===== src/rtl/alu_pkg.sv =====
// Shared opcode encodings and flag bit positions for the pipelined ALU.
// Used by alu_core and alu_pipe (optional saturation: ALU_SAT_EN).
package alu_pkg;

    localparam int INST_W         = 4;
    localparam int INST_CLASS_BIT = 3;
    localparam int INST_INV_BIT   = 2;

    localparam logic [1:0] LOGIC_PASS = 2'b00;
    localparam logic [1:0] LOGIC_OR   = 2'b01;
    localparam logic [1:0] LOGIC_AND  = 2'b10;
    localparam logic [1:0] LOGIC_XOR  = 2'b11;

    localparam logic [2:0] OP_ADD = 3'b000;
    localparam logic [2:0] OP_SUB = 3'b001;
    localparam logic [2:0] OP_ADC = 3'b010;
    localparam logic [2:0] OP_SBC = 3'b011;
    localparam logic [2:0] OP_SHL = 3'b100;
    localparam logic [2:0] OP_SHR = 3'b101;
    localparam logic [2:0] OP_SRA = 3'b110;
    localparam logic [2:0] OP_CLC = 3'b111;

    localparam int FLAG_Z = 3;
    localparam int FLAG_N = 2;
    localparam int FLAG_C = 1;
    localparam int FLAG_V = 0;

    // ADD/SUB/ADC/SBC are the arithmetic ops with bit 2 clear; they reload the carry register.
    function automatic logic loads_creg(input logic [INST_W-1:0] inst);
        return inst[INST_CLASS_BIT] && !inst[2];
    endfunction

    function automatic logic clears_creg(input logic [INST_W-1:0] inst);
        return inst[INST_CLASS_BIT] && (inst[2:0] == OP_CLC);
    endfunction

endpackage


===== src/rtl/alu_core.sv =====
// Combinational ALU datapath: result and {Z,N,C,V} from A, B, inst and the carry register.
// Define ALU_SAT_EN to saturate ADD/ADC on carry-out and SUB/SBC on borrow.
module alu_core
    import alu_pkg::*;
#(
    parameter int WIDTH = 4
) (
    input  logic [WIDTH-1:0]  a,
    input  logic [WIDTH-1:0]  b,
    input  logic [INST_W-1:0] inst,
    input  logic              creg,
    output logic [WIDTH-1:0]  result,
    output logic [3:0]        flags
);

    // One bit above the clog2 range so that amounts >= WIDTH are representable and clamp.
    localparam int              SHW      = $clog2(WIDTH) + 1;
    localparam logic [SHW-1:0]  SH_LIMIT = SHW'(WIDTH);

    function automatic logic [WIDTH-1:0] sat_add(input logic [WIDTH:0] s);
`ifdef ALU_SAT_EN
        return s[WIDTH] ? {WIDTH{1'b1}} : s[WIDTH-1:0];
`else
        return s[WIDTH-1:0];
`endif
    endfunction

    function automatic logic [WIDTH-1:0] sat_sub(input logic [WIDTH:0] d);
`ifdef ALU_SAT_EN
        return d[WIDTH] ? {WIDTH{1'b0}} : d[WIDTH-1:0];
`else
        return d[WIDTH-1:0];
`endif
    endfunction

    logic [SHW-1:0]          sh;
    logic signed [WIDTH-1:0] a_s;
    logic signed [WIDTH-1:0] sra_res;
    logic [WIDTH:0]          a_ext;
    logic [WIDTH:0]          b_ext;
    logic [WIDTH:0]          cin_ext;
    logic [WIDTH:0]          sum;
    logic [WIDTH:0]          diff;
    logic [WIDTH-1:0]        res;
    logic                    c;
    logic                    v;

    assign sh      = b[SHW-1:0];
    assign a_s     = a;
    assign sra_res = a_s >>> sh;
    assign a_ext   = {1'b0, a};
    assign b_ext   = {1'b0, b};
    // ADC/SBC are the only ops with inst[1] set on the add/subtract path.
    assign cin_ext = {{WIDTH{1'b0}}, inst[1] & creg};
    assign sum     = a_ext + b_ext + cin_ext;
    assign diff    = a_ext - b_ext - cin_ext;

    always_comb begin
        res = '0;
        c   = 1'b0;
        v   = 1'b0;
        if (!inst[INST_CLASS_BIT]) begin
            unique case (inst[1:0])
                LOGIC_PASS: res = a;
                LOGIC_OR:   res = a | b;
                LOGIC_AND:  res = a & b;
                LOGIC_XOR:  res = a ^ b;
                default:    res = a;
            endcase
            if (inst[INST_INV_BIT]) res = ~res;
        end else begin
            unique case (inst[2:0])
                OP_ADD, OP_ADC: begin
                    res = sat_add(sum);
                    c   = sum[WIDTH];
                    v   = (a[WIDTH-1] == b[WIDTH-1]) && (sum[WIDTH-1] != a[WIDTH-1]);
                end
                OP_SUB, OP_SBC: begin
                    res = sat_sub(diff);
                    c   = diff[WIDTH];
                    v   = (a[WIDTH-1] != b[WIDTH-1]) && (diff[WIDTH-1] != a[WIDTH-1]);
                end
                OP_SHL:  res = (sh >= SH_LIMIT) ? '0 : (a << sh);
                OP_SHR:  res = (sh >= SH_LIMIT) ? '0 : (a >> sh);
                OP_SRA:  res = (sh >= SH_LIMIT) ? {WIDTH{a[WIDTH-1]}} : sra_res;
                default: res = '0;
            endcase
        end
    end

    assign result = res;

    always_comb begin
        flags         = '0;
        flags[FLAG_Z] = (res == '0);
        flags[FLAG_N] = res[WIDTH-1];
        flags[FLAG_C] = c;
        flags[FLAG_V] = v;
    end

endmodule


===== src/rtl/alu_pipe.sv =====
// Two-stage valid/ready pipelined ALU with status flags and a carry register for chained ADC/SBC.
// Build option: define ALU_SAT_EN for saturating add/subtract (handled in alu_core).
module alu_pipe
    import alu_pkg::*;
#(
    parameter int WIDTH = 4
) (
    input  logic              clk,
    input  logic              rst_n,
    input  logic              in_valid,
    output logic              in_ready,
    input  logic [WIDTH-1:0]  op_a,
    input  logic [WIDTH-1:0]  op_b,
    input  logic [INST_W-1:0] inst,
    output logic              out_valid,
    input  logic              out_ready,
    output logic [WIDTH-1:0]  alu_out,
    output logic [3:0]        flags
);

    logic              vld_p1;
    logic              vld_p2;
    logic [WIDTH-1:0]  a_p1;
    logic [WIDTH-1:0]  b_p1;
    logic [INST_W-1:0] inst_p1;
    logic              creg;
    logic              s1_adv;
    logic              s2_adv;
    logic [WIDTH-1:0]  core_res;
    logic [3:0]        core_flags;

    assign s2_adv    = !vld_p2 || out_ready;
    assign s1_adv    = !vld_p1 || s2_adv;
    assign in_ready  = s1_adv;
    assign out_valid = vld_p2;

    // Stage 1: operand/instruction capture
    always_ff @(posedge clk or negedge rst_n) begin
        if (!rst_n) begin
            vld_p1 <= 1'b0;
        end else if (s1_adv) begin
            vld_p1 <= in_valid;
        end
    end

    always_ff @(posedge clk) begin
        if (s1_adv && in_valid) begin
            a_p1    <= op_a;
            b_p1    <= op_b;
            inst_p1 <= inst;
        end
    end

    alu_core #(
        .WIDTH (WIDTH)
    ) u_core (
        .a      (a_p1),
        .b      (b_p1),
        .inst   (inst_p1),
        .creg   (creg),
        .result (core_res),
        .flags  (core_flags)
    );

    // Stage 2: result/flags register; carry register commits as the op moves into this stage
    always_ff @(posedge clk or negedge rst_n) begin
        if (!rst_n) begin
            vld_p2  <= 1'b0;
            alu_out <= '0;
            flags   <= '0;
            creg    <= 1'b0;
        end else begin
            if (s2_adv) vld_p2 <= vld_p1;
            if (s2_adv && vld_p1) begin
                alu_out <= core_res;
                flags   <= core_flags;
                if (loads_creg(inst_p1)) begin
                    creg <= core_flags[FLAG_C];
                end else if (clears_creg(inst_p1)) begin
                    creg <= 1'b0;
                end
            end
        end
    end

endmodule


===== config.mk =====
export PLATFORM = sky130hd
export DESIGN_NAME = alu_pipe
export DESIGN_NICKNAME = d
export VERILOG_FILES = /design/src/rtl/alu_pkg.sv /design/src/rtl/alu_core.sv /design/src/rtl/alu_pipe.sv
export SDC_FILE = /design/constraint.sdc
export NUM_CORES = 1
export LEC_CHECK = 0
export CORE_MARGIN = 10
export CORE_UTILIZATION = 33
export DETAILED_ROUTE_END_ITERATION = 6
export GPL_TIMING_DRIVEN = 0
export HOLD_SLACK_MARGIN = 0.12
export SLEW_MARGIN = 15
export SYNTH_ARGS = -nofsm -noshare
export SYNTH_HDL_FRONTEND = slang
export SYNTH_SLANG_ARGS = --single-unit

===== constraint.sdc =====
create_clock -name clk -period 3 [get_ports clk]
set_input_delay 0.6 -clock clk [delete_from_list [all_inputs] [get_ports clk]]
set_output_delay 0.6 -clock clk [all_outputs]
set_load 0.02 [all_outputs]

Yosys cells after proc, flatten, opt, wreduce, memory -nomap -nowiden
Index checks and enable logic that the tools add are counted.
- word-level logic and storage cells: 67
- bits of input ports: 16
- output and inout bits: 10
- flip-flop bits (word level): 23
- multiplexer cells: 14
- shifts and indexed selects: 3
- eq/ne operators: 14
- reductions and logical operators: 18
- add/sub/neg operators: 4
- bitwise operators: 5
- $lt $le $gt $ge: 1
- operator list (kind ; number):
    $mux 4 ; 6
    $pmux 4 s5 ; 1
    $pmux 4 s4 ; 1
    $eq 3x3->1 const B ; 4
    $eq 3x2->1 const B ; 2
    $logic_and 1x1->1 ; 6
    $add 4x4->5 ; 1
    $add 5x1->5 ; 1
    $sub 4x4->5 ; 1
    $sub 5x1->5 ; 1
    $and 4x4->4 ; 1
    $eq 2x2->1 const B ; 2
    $logic_not 4->1 ; 1
    $mux 1 ; 4
    $not 4->4 ; 1
    $or 4x4->4 ; 1
    $pmux 1 s2 ; 2
    $reduce_or 2->1 ; 2
    $shl 4x3->4 ; 1
    $shr 4x3->4 ; 1
    $sshr 4x3->4 ; 1
    $xor 4x4->4 ; 1
    $eq 3x1->1 const B ; 1
    $ge 3x3->1 const B ; 1
    10 further kinds ; 15

Logic depth before layout (Yosys ltp)
Gate-level depths: netlist of the first run.
- depth after elaboration: 7
- mapped depth: 11
- mapped depth without buffers: 10

Cells and area by module
From an unflattened synthesis of the first run, not the netlist that was laid out.
- cells, all modules: 178
- area, all modules: 1880.6 um2
- modules (own cells, without submodules) (module ; cells each ; sequential area each (um2) ; instances ; area each (um2)):
    alu_core ; 135 ; 0.0 ; 1 ; 1079.8
    alu_pipe ; 43 ; 635.6 ; 1 ; 800.8

Worst setup path before layout of the first run
OpenSTA, ideal clock, no wires.
- kind: register to register
- start: register a_p1[3]
- end: register flags[2]
- arrival: 2.600 ns
- library setup time: 0.125 ns
- clock period less this slack: 2.725 ns
- setup slack: 0.275 ns
- data required time: 2.875 ns
- cell stages (with the launch flop): 10
- buffers on the path: 1
- cell sequence: edfxtp_1 clkbuf_1 inv_1 ha_1 ha_1 or3_1 o211ai_1 nor2_1 o32a_1 mux2_2
- longest elaborated chain between the ends: 6
- elaborated cells on any way between the ends: 19
- classes of those cells: add/sub (4); shift (3); mux (8); bitwise (4)
- ends and longest elaborated chain (what ; RTL line ; source):
    from (decl) ; alu_pipe.sv:23 ; logic [WIDTH-1:0] a_p1;
    from (signal assigned) ; alu_pipe.sv:48 ; a_p1 <= op_a;
    branches (longest 5 deep; another with $sub 4x4->5) ; n/a ;
    $mux 4 (*) ; alu_core.sv:62 ; if (!inst[INST_CLASS_BIT]) begin
    to (signal assigned) ; alu_pipe.sv:76 ; flags <= core_flags;
    to (decl) ; alu_pipe.sv:18 ; output logic [3:0] flags
Mark *: on every way between the ends. The select of a mux whose other input is x is not followed.
A chain may end at the register's enable or synchronous reset.

Worst setup path after layout of the first run
- start: register b_p1[0]
- end: register flags[2]
- longest elaborated chain between the ends: 4
- elaborated cells on any way between the ends: 13
- classes of those cells: add/sub (4); order compare (1); shift (3); mux (5)
- ends and longest elaborated chain (what ; RTL line ; source):
    from (decl) ; alu_pipe.sv:24 ; logic [WIDTH-1:0] b_p1;
    from (signal assigned) ; alu_pipe.sv:49 ; b_p1 <= op_b;
    $sub 4x4->5 (tied with other cells) ; alu_core.sv:56 ; assign diff = a_ext - b_ext - cin_ext;
    $sub 5x1->5 (tied with other cells) ; alu_core.sv:56 ;
    $pmux 4 s5 (*) ; alu_core.sv:72 ; unique case (inst[2:0])
    $mux 4 (*) ; alu_core.sv:62 ;
Every way passes the cells marked *; elsewhere a longest branch is shown, timed or not.

==> results.py, run 1 <==
metrics = {
    "sta": {
        "relSlewSlack_pct": 62.35,
        "min_period_ps": 2799,
        "slew_viol_final": 0,
        "fin_skew_ps": 0.7395,
        "period_share_pct": 93.31,
        "worst_slew_pin_slew_ps": 564.7,
        "final_hold_viol_count": 0,
        "fmax_mhz": 357.3,
        "rsz0062_at_grt": "no",
        "final-setup-viol-count": 0,
    },
    "synthesis": {
        "ys_dominant_reg_cell": "edfxtp_1",
        "synth_seq_area_share_pct": 32.28,
        "syn_inst": 188,
        "yosys.area_share.adder_pct": 14.15,
        "synth_edf_count": 12,
        "synth_compound_gate_area_share_pct": 18.72,
        "synth_cell_types": 51,
        "synthMuxAreaShare_pct": 9.325,
        "yosys_warnings": 0,
        "async_reset_ff_share_pct": 45.45,
        "synth_xor_xnor_area_share_pct": 3.241,
        "synth_area_um2": 1892,
        "syn_area_per_cell_um2": 10.06,
        "synth_top_family_by_area": "compound AO/OA/AOI/OAI gates",
        "ys_ff_latch": 22,
        "synth_fp_nets": 223,
        "synth-simple-area-share_pct": 16.14,
    },
    "final_layout": {
        "layout_common_cells": "clkdlybuf4s50_1, inv_1, nand2_1, ha_1, edfxtp_1",
        "layout_commonest_cell": "clkdlybuf4s50_1",
        "num_antenna_cells": 0,
        "stdcell_count": 291,
        "area_growth_syn_to_layout_pct": 22.49,
        "fin_nets": 255,
        "drive_gt1_share_pct": 11.87,
        "stdcell_area_um2": 2317,
    },
    "setup_path": {
        "cp_num_buf_inv": 2,
        "crit_path_cell_trace": "buf_4 > inv_1 > fa_1 > ha_1 > or3_1 > o211ai_1 > nor2_1 > o32a_1 > mux2_2",
        "arrival_ps": 2960,
        "worstSetupPathType": "flip-flop to flip-flop",
        "crit_required_ps": 3160,
        "worstSetupEndpointType": "flip-flop",
        "startpoint_type": "flip-flop",
        "critPathMaxStageDelay_ps": 430,
        "cp_slowest_cell": "fa_1",
        "crit_fanout": 10,
        "critPathTopFamily": "compound AO/OA/AOI/OAI gates",
    },
    "min_path": {
        "hold_class": "flip-flop to flip-flop",
    },
    "place": {
        "place_inst": 285,
        "post-dp-hpwl_um": 3503,
        "placed_area_um2": 2232,
        "buffer_ports.inserted": 25,
        "gp_congestion": 0.8102,
    },
    "drt": {
        "finalWirelength_um": 4468,
        "first_pass_iters": 4,
        "routedWlPerCell_um": 15.35,
        "drcViolationCount": 0,
        "postRouteAntennaNets": 0,
        "via_count": 1508,
        "post_drt_via_cell_ratio": 5.182,
        "drt-initial-drc-count": 135,
    },
    "clock_network": {
        "cts_tree": "done",
        "cts.path.max_buffers": 2,
        "cts-root-buf": "clkbuf_8",
        "cts_hold_buffers": 0,
        "clk_latency_ps": 270,
        "clk_pin_slew_ps": 80,
        "clock-sinks": 22,
        "cts_inserted_buffers": 3,
        "h-tree-depth": 1,
    },
    "grt": {
        "grt_pass1_vias": 1559,
        "grt_max_degree": 14,
        "grt_overflow": 0,
        "grt_pass1_wl_um": 7638,
        "antenna_found_initial": 0,
        "track_usage_pct": 10.44,
    },
    "floorplan": {
        "die_x_um": 95.72,
        "coreArea_um2": 5540,
        "start_util_pct": 34.15,
        "core.rowCount": 27,
        "die_y_um": 95.72,
        "io-pin-count": 26,
        "dieArea_um2": 9161,
    },
    "power": {
        "powerDensity_nw_per_um2": 427.5,
        "ir_drop_uv": 317.2,
        "p_leak_nw": 0.9612,
    },
    "status": {
        "status": "finished, final reports clean",
    },
    "job": {
        "drv_cap": 0,
    },
}
==> area by class of cell <==
cell class,instances,area (µm²)
tap,72,90.09
clock buffer,4,55.05
timing repair buffer,29,280.3
inverter,16,60.06
buffer,10,51.30
fill,578,3223
sequential,22,610.6
multi-input combinational,138,1170
==> logic make-up after synthesis <==
| family | after synthesis |
|---|---|
| adder cells (fa/ha/maj) | 19 |
| flip-flops | 22 |
| AO/OA/AOI/OAI | 43 |
| XOR/XNOR | 7 |
| multiplexers | 12 |
| buffers and inverters | 28 |
| AND/OR/NAND/NOR | 57 |
==> worst paths after layout <==
| kind | cells past startpoint | slack [ps] | end | startpoint |
|---|---|---|---|---|
| max in group asynchronous | 1 | 2050 | creg | rst_n |
| worst max-delay path | 9 | 200 | flags[2] | b_p1[0] |
| worst min register to register | 1 | 490 | flags[1] | flags[1] |
| worst max register to register | 9 | 200 | flags[2] | b_p1[0] |
| min in group asynchronous | 1 | 640 | alu_out[0] | rst_n |
| worst min-delay path | 1 | 490 | flags[1] | flags[1] |
==> flip-flops by register name, summed over array words and instances, names as in the netlist <==
name,count
out_valid,1
b_p1,4
flags,4
vld_p1,1
alu_out,3
inst_p1,4
creg,1
a_p1,4
==> repair_timing <==
| item | CTS | global route |
|---|---|---|
| endpoints found under the hold margin | 0 | 0 |
| endpoints found under the setup margin | 4 | 3 |
| pin swaps | 0 | 1 |
| setup buffers | 2 | 2 |
| gates resized for setup | 0 | 3 |
==> per-layer routing <==
layer,global-route usage (%),up-vias,part of all wire (%)
met5,0,-,0
met4,3.317,0,1.3
met3,1.556,5,3.8
met2,17.66,33,51
met1,13.35,733,44
li1,-,737,-
==> power by group <==
part / switching, mW / total (mW) / internal [mW] / leakage, nW
combinational: 0.191 / 0.383 / 0.192 / 0.695
sequential: 0.0301 / 0.387 / 0.357 / 0.237
clock: 0.103 / 0.221 / 0.117 / 0.0288
total: 0.325 / 0.991 / 0.666 / 0.961
==> per-stage QoR <==
stage               total power [mW]  TNS (ps)  utilization, %  setup slack (ps)  hold WS [ps]
floorplan                     0.6349         0               -             275.2         304.4
global placement              0.7637    -588.7           40.29            -205.9         475.3
detailed placement            0.7696    -689.6           40.29            -241.3         481.1
CTS                           0.9883         0           41.42             1.230         499.8
global route                   1.056         0           41.82            0.4066         522.6
finish                        0.9907         0           41.82             200.9         492.9
==> worst reg2reg max path: cells and delay by family (launching register included) <==
| family | cells | cell delay, ps |
|---|---|---|
| buf+inv | 2 | 290 |
| fa+ha+maj | 2 | 640 |
| flops | 1 | 380 |
| mux | 1 | 270 |
| simple gates | 2 | 430 |
| compound gates | 2 | 680 |
==> synthesized netlist by cell type (all sizes together), types with 2 or more instances <==
cell type / instances / area share, %
a211oi: 4 / 1.6
a21o: 4 / 1.6
a21oi: 4 / 1.1
a2bb2oi: 2 / 0.93
a311oi: 2 / 0.93
and2: 3 / 0.99
buf: 7 / 2.0
clkbuf: 5 / 0.99
dfrtp: 10 / 13
edfxtp: 12 / 19
fa: 4 / 4.2
ha: 15 / 9.9
inv: 16 / 3.2
mux2: 5 / 3.0
mux2i: 3 / 1.6
mux4: 4 / 4.8
nand2: 15 / 3.0
nand2b: 10 / 3.3
nand3: 3 / 0.79
nand3b: 3 / 1.2
nor2: 8 / 1.6
nor2b: 4 / 1.3
o211ai: 6 / 2.6
o21a: 4 / 1.6
o21ai: 4 / 1.1
o22ai: 2 / 0.66
or3: 4 / 1.3
xnor2: 5 / 2.3
xor2: 2 / 0.93
(Power assumes the default switching activity.)
==> run 2: changes to the inputs <==
--- a/config.mk
+++ b/config.mk
@@ -5,7 +5,8 @@
 export SDC_FILE = /design/constraint.sdc
 export NUM_CORES = 1
 export LEC_CHECK = 0
-export CORE_MARGIN = 10
+export CAP_MARGIN = 20
+export CORE_MARGIN = 2
 export CORE_UTILIZATION = 33
 export DETAILED_ROUTE_END_ITERATION = 6
 export GPL_TIMING_DRIVEN = 0
==> results.py, run 2 (synthesis gave the netlist of run 1 again) <==
metrics = {
    "status": {
        "status": "finished, final reports clean",
    },
    "place": {
        "pre_cts_ws_ps": -220.5,
        "buffer_ports.inserted": 25,
        "gp_congestion": 0.8392,
        "post-dp-hpwl_um": 3270,
        "placed_area_um2": 2232,
    },
    "floorplan": {
        "io-pin-count": 26,
        "core.rowCount": 27,
        "start_util_pct": 34.36,
        "die_y_um": 79.72,
        "die_x_um": 79.72,
        "coreArea_um2": 5507,
        "dieArea_um2": 6354,
    },
    "final_layout": {
        "fin_nets": 254,
        "layout_common_cells": "clkdlybuf4s50_1, inv_1, nand2_1, ha_1, edfxtp_1",
        "area_growth_syn_to_layout_pct": 22.69,
        "layout_commonest_cell": "clkdlybuf4s50_1",
        "stdcell_area_um2": 2321,
        "drive_gt1_share_pct": 11.47,
        "num_antenna_cells": 0,
    },
    "setup_path": {
        "crit_required_ps": 3160,
        "r2r_slack_ps": 140,
        "arrival_ps": 3020,
        "r2r_start": "b_p1[0]",
        "r2r_end": "flags[2]",
        "startpoint": "b_p1[0]",
        "crit_fanout": 10,
        "startpoint_type": "flip-flop",
        "reg2reg_depth": 9,
        "worstSetupEndpointType": "flip-flop",
        "worstSetupPathType": "flip-flop to flip-flop",
    },
    "grt": {
        "grt_pass1_wl_um": 7210,
        "grt_overflow": 0,
        "antenna_found_initial": 0,
        "grt_max_degree": 14,
        "grt_pass1_vias": 1442,
        "track_usage_pct": 14.68,
    },
    "job": {
        "drv_cap": 0,
    },
    "sta": {
        "final-setup-viol-count": 0,
        "fmax_mhz": 349.7,
        "slew_viol_final": 0,
        "worst_slew_pin_slew_ps": 554.0,
        "setup-tns-final_ps": 0,
        "final_hold_viol_count": 0,
        "min_period_ps": 2860,
        "rsz0062_at_grt": "no",
        "fin_skew_ps": 2.165,
        "period_share_pct": 95.32,
        "relSlewSlack_pct": 63.07,
        "whs_ps": 486.4,
        "worst_slack_ps": 140.3,
    },
    "power": {
        "seq_power_share_pct": 38.0,
        "swShare_pct": 31.89,
        "clkPwrFrac_pct": 24.4,
        "p_leak_nw": 0.9616,
        "ir_drop_uv": 273.6,
        "p_switching_mw": 0.3244,
        "p_int_mw": 0.6930,
        "combPwrFrac_pct": 37.5,
        "powerDensity_nw_per_um2": 438.3,
    },
    "min_path": {
        "hold_class": "flip-flop to flip-flop",
        "hold_start": "flags[1]",
        "hold-path-endpoint": "flags[1]",
        "min_path_cells": 1,
    },
    "clock_network": {
        "clk_latency_ps": 270,
        "cts.path.max_buffers": 2,
        "h-tree-depth": 1,
        "cts_hold_buffers": 0,
        "cts-root-buf": "clkbuf_8",
        "cts_tree": "done",
        "cts_inserted_buffers": 3,
        "clk_pin_slew_ps": 90,
        "clock-sinks": 22,
    },
    "drt": {
        "finalWirelength_um": 4268,
        "post_drt_via_cell_ratio": 5.162,
        "first_pass_iters": 4,
        "drt-initial-drc-count": 145,
        "drcViolationCount": 0,
        "routedWlPerCell_um": 14.72,
        "postRouteAntennaNets": 0,
        "via_count": 1497,
    },
}
==> run 2: critical path, cell delays in order (launching register included) <==
cell and delay [ps]:
edfxtp_1 400, buf_4 200, inv_1 100, fa_1 430, ha_1 210, or3_1 350, o211ai_1 320, nor2_1 100
o32a_1 380, mux2_2 270
==> run 2: final cells by class <==
class	instances	area, µm²
plain buffers	10	51.30
clock buffers	4	66.31
fillers	549	3186
inverters	16	60.06
multi-input cells	138	1170
flip-flops and latches	22	610.6
well taps	72	90.09
repair buffers	28	272.8
==> run 2: how the worst max path moves through the flow <==
| stage | endpoint | depth (start not counted) |
|---|---|---|
| final | flags[2] | 9 |
| after global routing | flags[3] | 10 |
| after CTS | flags[2] | 9 |
| after detailed placement | flags[2] | 10 |
| after global placement | alu_out[1] | 10 |
| after floorplan | flags[2] | 9 |
==> run 2: per-layer routing <==
layer / routed length (µm) / global-route usage, %
met5: 0 / 0
met3: 212 / 1.357
met4: 31 / 4.138
met2: 2179 / 23.53
met1: 1845 / 21.10
==> run 2: metrics by stage <==
stage	power (mW)	util [%]	cells
global placement	0.7615	40.54	285
floorplan	0.6349	-	188
global route	1.089	42.15	290
CTS	1.016	41.88	289
finish	1.017	42.15	290
detailed placement	0.7667	40.54	285
==> run 2: power by group through the flow <==
stage	clock network [mW]	registers [mW]	logic [mW]
after floorplan	0	0.411	0.224
after CTS	0.252	0.387	0.377
after global routing	0.276	0.393	0.420
after detailed placement	0	0.395	0.372
final	0.249	0.387	0.382
after global placement	0	0.395	0.367
==> run 2: timing repair <==
| item | CTS | global route |
|---|---|---|
| setup endpoints to repair | 4 | 3 |
| gates resized for setup | 0 | 3 |
| pin swaps | 0 | 1 |
| buffers inserted | 2 | 1 |
